$ cat config.mk
export PLATFORM = sky130hd
export DESIGN_NAME = msrv_32_branch_ctrl
export DESIGN_NICKNAME = d
export VERILOG_FILES = /design/src/rtl/msrv_32_branch_ctrl.sv
export SDC_FILE = /design/constraint.sdc
export NUM_CORES = 1
export LEC_CHECK = 0
export CAP_MARGIN = 20
export CORE_MARGIN = 5
export CORE_UTILIZATION = 30
export CTS_CLUSTER_SIZE = 40
export DETAILED_ROUTE_END_ITERATION = 16
export GPL_ROUTABILITY_DRIVEN = 0
export PLACE_DENSITY_LB_ADDON = 0.1
export SYNTH_ARGS = -nofsm -noshare
export SYNTH_HDL_FRONTEND = slang
export SYNTH_SLANG_ARGS = --single-unit
$ cat constraint.sdc
create_clock -name ms_riscv32_mp_clk_in -period 4.1 [get_ports ms_riscv32_mp_clk_in]
set_input_delay 0.615 -clock ms_riscv32_mp_clk_in [delete_from_list [all_inputs] [get_ports ms_riscv32_mp_clk_in]]
set_output_delay 0.615 -clock ms_riscv32_mp_clk_in [all_outputs]
set_load 0.005 [all_outputs]
$ cat src/rtl/msrv_32_branch_ctrl.sv
// Branch/jump resolution for the EX stage. Decides whether a branch or jump is taken,
// redirects fetch to the target and flushes the front end for a fixed number of cycles.
module msrv_32_branch_ctrl #(
  parameter int unsigned FLUSH_CYCLES = 2
) (
  input  logic        ms_riscv32_mp_clk_in,
  input  logic        ms_riscv32_mp_rst_in,
  input  logic        ex_valid_in,
  input  logic [4:0]  opcode_6_to_2_in,
  input  logic [2:0]  funct3_in,
  input  logic [31:0] rs1_in,
  input  logic [31:0] rs2_in,
  input  logic [31:0] pc_in,
  input  logic [31:0] imm_in,
  input  logic        fetch_ready_in,
  output logic        redirect_valid_out,
  output logic [31:0] redirect_pc_out,
  output logic        flush_out,
  output logic        busy_out,
  output logic        misaligned_exc_out,
  output logic [31:0] misaligned_addr_out
);

  localparam logic [3:0] FLUSH_LOAD = 4'(FLUSH_CYCLES);

  typedef enum logic [1:0] {IDLE, REDIRECT, FLUSH} state_t;

  state_t      state_q, state_d;
  logic [3:0]  cnt_q, cnt_d;
  logic [31:0] pc_d, addr_d;
  logic        exc_d;
  logic        taken;
  logic [31:0] target;
  logic [31:0] jalr_sum;

  always_comb begin
    taken    = 1'b0;
    jalr_sum = rs1_in + imm_in;
    target   = pc_in + imm_in;
    case (opcode_6_to_2_in)
      5'b11000: begin
        case (funct3_in)
          3'b000:  taken = (rs1_in == rs2_in);
          3'b001:  taken = (rs1_in != rs2_in);
          3'b100:  taken = ($signed(rs1_in) <  $signed(rs2_in));
          3'b101:  taken = ($signed(rs1_in) >= $signed(rs2_in));
          3'b110:  taken = (rs1_in <  rs2_in);
          3'b111:  taken = (rs1_in >= rs2_in);
          default: taken = 1'b0;
        endcase
      end
      5'b11011: taken = 1'b1;
      5'b11001: begin
        taken  = 1'b1;
        target = {jalr_sum[31:1], 1'b0};
      end
      default: taken = 1'b0;
    endcase
  end

  always_comb begin
    state_d = state_q;
    cnt_d   = cnt_q;
    pc_d    = redirect_pc_out;
    addr_d  = misaligned_addr_out;
    exc_d   = 1'b0;
    case (state_q)
      IDLE: begin
        if (ex_valid_in && taken) begin
          if (target[1]) begin
            exc_d  = 1'b1;
            addr_d = target;
          end else begin
            pc_d    = target;
            state_d = REDIRECT;
          end
        end
      end
      REDIRECT: begin
        if (fetch_ready_in) begin
          if (FLUSH_CYCLES == 0) begin
            state_d = IDLE;
          end else begin
            cnt_d   = FLUSH_LOAD;
            state_d = FLUSH;
          end
        end
      end
      FLUSH: begin
        cnt_d = cnt_q - 4'd1;
        // counter of 1 is the last flush cycle; 0 only guards against a stray entry
        if (cnt_q <= 4'd1) state_d = IDLE;
      end
      default: state_d = IDLE;
    endcase
  end

  // Outputs are registered off the next-state values so they align with the state register.
  always_ff @(posedge ms_riscv32_mp_clk_in or posedge ms_riscv32_mp_rst_in) begin
    if (ms_riscv32_mp_rst_in) begin
      state_q             <= IDLE;
      cnt_q               <= '0;
      redirect_valid_out  <= 1'b0;
      redirect_pc_out     <= '0;
      flush_out           <= 1'b0;
      busy_out            <= 1'b0;
      misaligned_exc_out  <= 1'b0;
      misaligned_addr_out <= '0;
    end else begin
      state_q             <= state_d;
      cnt_q               <= cnt_d;
      redirect_valid_out  <= (state_d == REDIRECT);
      redirect_pc_out     <= pc_d;
      flush_out           <= (state_d != IDLE);
      busy_out            <= (state_d != IDLE);
      misaligned_exc_out  <= exc_d;
      misaligned_addr_out <= addr_d;
    end
  end

endmodule

==> results.py <==
metrics = {
    "run_status": {
        "run_status": "finished, final reports clean",
    },
    "power": {
        "switching_share_pct": 31.20,
        "power_per_cell_area_nw_per_um2": 394.8,
        "power.share.clock_pct": 20.9,
        "worst_ir_drop_vdd_v": 0.0002588,
        "power_leakage_nw": 4.512,
        "pwr-share-seq_pct": 30.8,
        "netSwitchingPower_mw": 1.246,
        "power.internal_mw": 2.747,
        "pwr-share-comb_pct": 48.3,
    },
    "floorplan": {
        "die_h_um": 165.1,
        "initial_core_util_pct": 30.56,
        "boundaryPins": 208,
        "core_area_um2": 23610,
        "dieWidth_um": 165.1,
        "placementRows": 56,
        "die-area_um2": 27260,
    },
    "synthesis": {
        "synth_top_cell_area_share_pct": 24.97,
        "ys_ff_latch": 72,
        "synth_top_flop_cell": "dfrtp_1",
        "number_of_distinct_library_cells_after_synthesis": 78,
        "synth-edff-count": 0,
        "top_cells_by_count_synth": "ha_1 (95), a21oi_1 (76), dfrtp_1 (72), nand2_1 (57), mux2_2 (54)",
        "synthesis.instances": 807,
        "yosys_warnings": 0,
        "number_of_nets_in_the_synthesized_netlist": 1044,
        "synth_seq_area_share_pct": 24.97,
        "ys_top_cells_by_area": "dfrtp_1 (25%), ha_1 (16%), mux2_2 (8.4%)",
        "async_flop_share_pct": 100.0,
        "netlist_area_before_placement_um2": 7217,
        "synthDominantAreaCellType": "dfrtp_1",
        "synth.avg_cell_area_um2": 8.943,
        "yosysMostFrequentCell": "ha_1",
    },
    "clock_network": {
        "cts-root-to-sink-buffers": 2,
        "clock_latency_ps": 320,
        "clk_pin_slew_worst_paths_ps": 60,
        "tritoncts_num_sinks": 72,
        "cts_buffers": 9,
        "cts_hold_buf": 0,
        "cts_resized": 0,
        "cts.root.buffer_cell": "clkbuf_16",
        "cts-htree-levels": 3,
        "tritoncts": "built",
        "setup_repair_bufs_after_cts": 0,
    },
    "timing": {
        "rsz0062_at_grt": "no",
        "fin_setup_tns_ps": 0,
        "skew_ps": 9.852,
        "timing.final.crit_period_ps": 3674,
        "maxClockFrequency_ghz": 0.2722,
        "transition_at_the_pin_with_the_smallest_max_transition_slack_ps": 691.0,
        "fin_hold_ws_ps": 465.1,
        "timing.final.hold_violations": 0,
        "slew_headroom_pct": 53.86,
        "post-route-worst-setup-slack_ps": 426.2,
        "period_share_pct": 89.61,
        "report.final.slew_viol_count": 0,
        "finalSetupViolations": 0,
    },
    "global_route": {
        "globalRoute.totalOverflow": 0,
        "initial_antenna_violation_count": 3,
        "grt.total_usage_pct": 17.58,
        "wire_length_of_the_first_global_routing_pass_mm": 37.61,
        "largest_net_degree_at_the_start_of_global_routing": 36,
        "via_count_of_the_first_global_routing_pass": 7015,
    },
    "detailed_routing": {
        "firstDrtPassIters": 5,
        "drt_first_iter_violations": 245,
        "detail_route.drc_violations": 0,
        "wire_per_inst_um": 17.70,
        "vias": 6828,
        "routed_wl_mm": 23.97,
        "detail-route-antenna-nets": 0,
        "vias_per_instance": 5.043,
    },
    "placement": {
        "postPlaceCellArea_um2": 9794,
        "place_worst_setup_slack_ps": 105.5,
        "place.port_buffers": 206,
        "post-dp-hpwl_mm": 20.17,
    },
    "finish": {
        "areaGrowthSynthToFinish_pct": 40.17,
        "layout.area.seq_um2": 1802,
        "postLayoutCellArea_um2": 10120,
        "n_antenna_cell": 0,
        "area_taken_by_multi_input_logic_gates_um2": 5131,
        "final_net_count": 1267,
        "final_layout_size_suffix_gt1_share_pct": 11.50,
        "fillCellCount": 2413,
    },
    "worst_setup_path": {
        "critical_path.max_fanout": 6,
        "arrival_ps": 3880,
        "worstPathRequired_ps": 4300,
        "crit_path_end_kind": "flop",
        "timing.critical_path.from_type": "primary input",
        "crit_type": "in -> reg",
    },
    "job": {
        "max-cap-violations": 0,
    },
    "worst_hold_path": {
        "hold_class": "reg -> reg",
    },
}
==> cell usage in the layout, fill, tap and decap left out, drive strengths merged, types with 4 or more instances in the layout <==
| cell type | netlist | layout |
|---|---|---|
| dfrtp | 72 | 72 |
| o21a | 8 | 8 |
| o41ai | 4 | 4 |
| clkbuf | 9 | 10 |
| o21bai | 12 | 12 |
| a211oi | 11 | 11 |
| and2 | 9 | 9 |
| o22ai | 4 | 4 |
| a21oi | 77 | 77 |
| a31oi | 4 | 4 |
| nand2b | 8 | 8 |
| inv | 48 | 48 |
| nor3 | 14 | 14 |
| mux2i | 5 | 5 |
| o31ai | 7 | 7 |
| xor2 | 22 | 22 |
| o211ai | 12 | 12 |
| o21ai | 48 | 48 |
| buf | 11 | 26 |
| a21o | 20 | 20 |
| a211o | 4 | 4 |
| and3 | 10 | 10 |
| mux2 | 61 | 61 |
| nor2 | 45 | 45 |
| xnor2 | 30 | 30 |
| nand2 | 57 | 57 |
| or3 | 6 | 6 |
| ha | 95 | 95 |
| nor2b | 7 | 7 |
| nor4 | 4 | 4 |
| nand4 | 9 | 9 |
| nand3 | 20 | 20 |
| clkdlybuf4s50 | 0 | 206 |
==> power groups by stage <==
stage	logic [mW]	clock network (mW)	registers, mW
after floorplan	0.883	0	1.22
after global placement	1.94	0	1.25
after detailed placement	1.95	0	1.25
after CTS	1.97	0.863	1.24
after global routing	2.13	0.893	1.28
final	1.93	0.835	1.23
==> worst max-delay path: stages <==
cell             delay [ps]
clkdlybuf4s50_1         450
and2_1                  190
fa_1                    400
a21oi_1                 220
nor2_1                   90
or3_1                   380
o21a_1                  310
a2111oi_2               510
o21bai_1                140
o211ai_1                130
o21ai_0                 150
mux2_2                  280
==> final timing paths <==
kind	cells after the start	endpoint	slack [ps]	start
setup / recovery	12	misaligned_addr_out[26]	430	imm_in[0]
hold / removal	1	misaligned_addr_out[1]	470	misaligned_addr_out[1]
setup reg to reg	9	misaligned_addr_out[30]	1630	state_q[1]
max in group asynchronous	3	misaligned_addr_out[1]	2580	ms_riscv32_mp_rst_in
min in group asynchronous	2	redirect_pc_out[2]	720	ms_riscv32_mp_rst_in
hold reg to reg	1	misaligned_addr_out[1]	470	misaligned_addr_out[1]
==> registers in the layout (all words and copies together) (netlist names) <==
| name | flops |
|---|---|
| state_q | 2 |
| cnt_q | 4 |
| misaligned_exc_out | 1 |
| redirect_valid_out | 1 |
| busy_out | 1 |
| redirect_pc_out | 31 |
| misaligned_addr_out | 32 |
==> layout make-up <==
class,count,share of cell area (%)
well taps,319,3.946
multi-input cells,667,50.72
flip-flops and latches,72,17.81
clock inverters,6,0.8163
inverters,48,1.781
repair buffers,232,22.56
clock buffers,10,2.362
==> logic make-up (layout without fill, tap and decap cells) <==
kind of cell             after synthesis  after routing  synth area share [%]
AO/OA/AOI/OAI                        245            245                 22.71
XOR/XNOR                              52             52                 6.311
adder cells (fa/ha/maj)               97             97                 17.02
buffers and inverters                 68            296                 4.126
flip-flops                            72             72                 24.97
multiplexers                          66             66                 10.26
other                                  1              1               0.05196
AND/OR/NAND/NOR                      206            206                 14.55
==> per-layer routing <==
layer / GRT usage [%] / up-vias / routed length [um]
met3: 3.351 / 15 / 1243
met5: 0 / - / 41
li1: - / 3446 / -
met2: 31.87 / 163 / 11850
met1: 22.39 / 3198 / 10680
met4: 1.853 / 6 / 153
==> metrics by stage <==
step / cells / util, % / total power [mW]
global route: 1354 / 42.84 / 4.300
global placement: 1338 / 41.48 / 3.186
finish: 1354 / 42.84 / 3.993
CTS: 1354 / 42.84 / 4.067
floorplan: 807 / - / 2.102
detailed placement: 1338 / 41.48 / 3.198
Note: power is estimated with default switching activity, not from simulation.
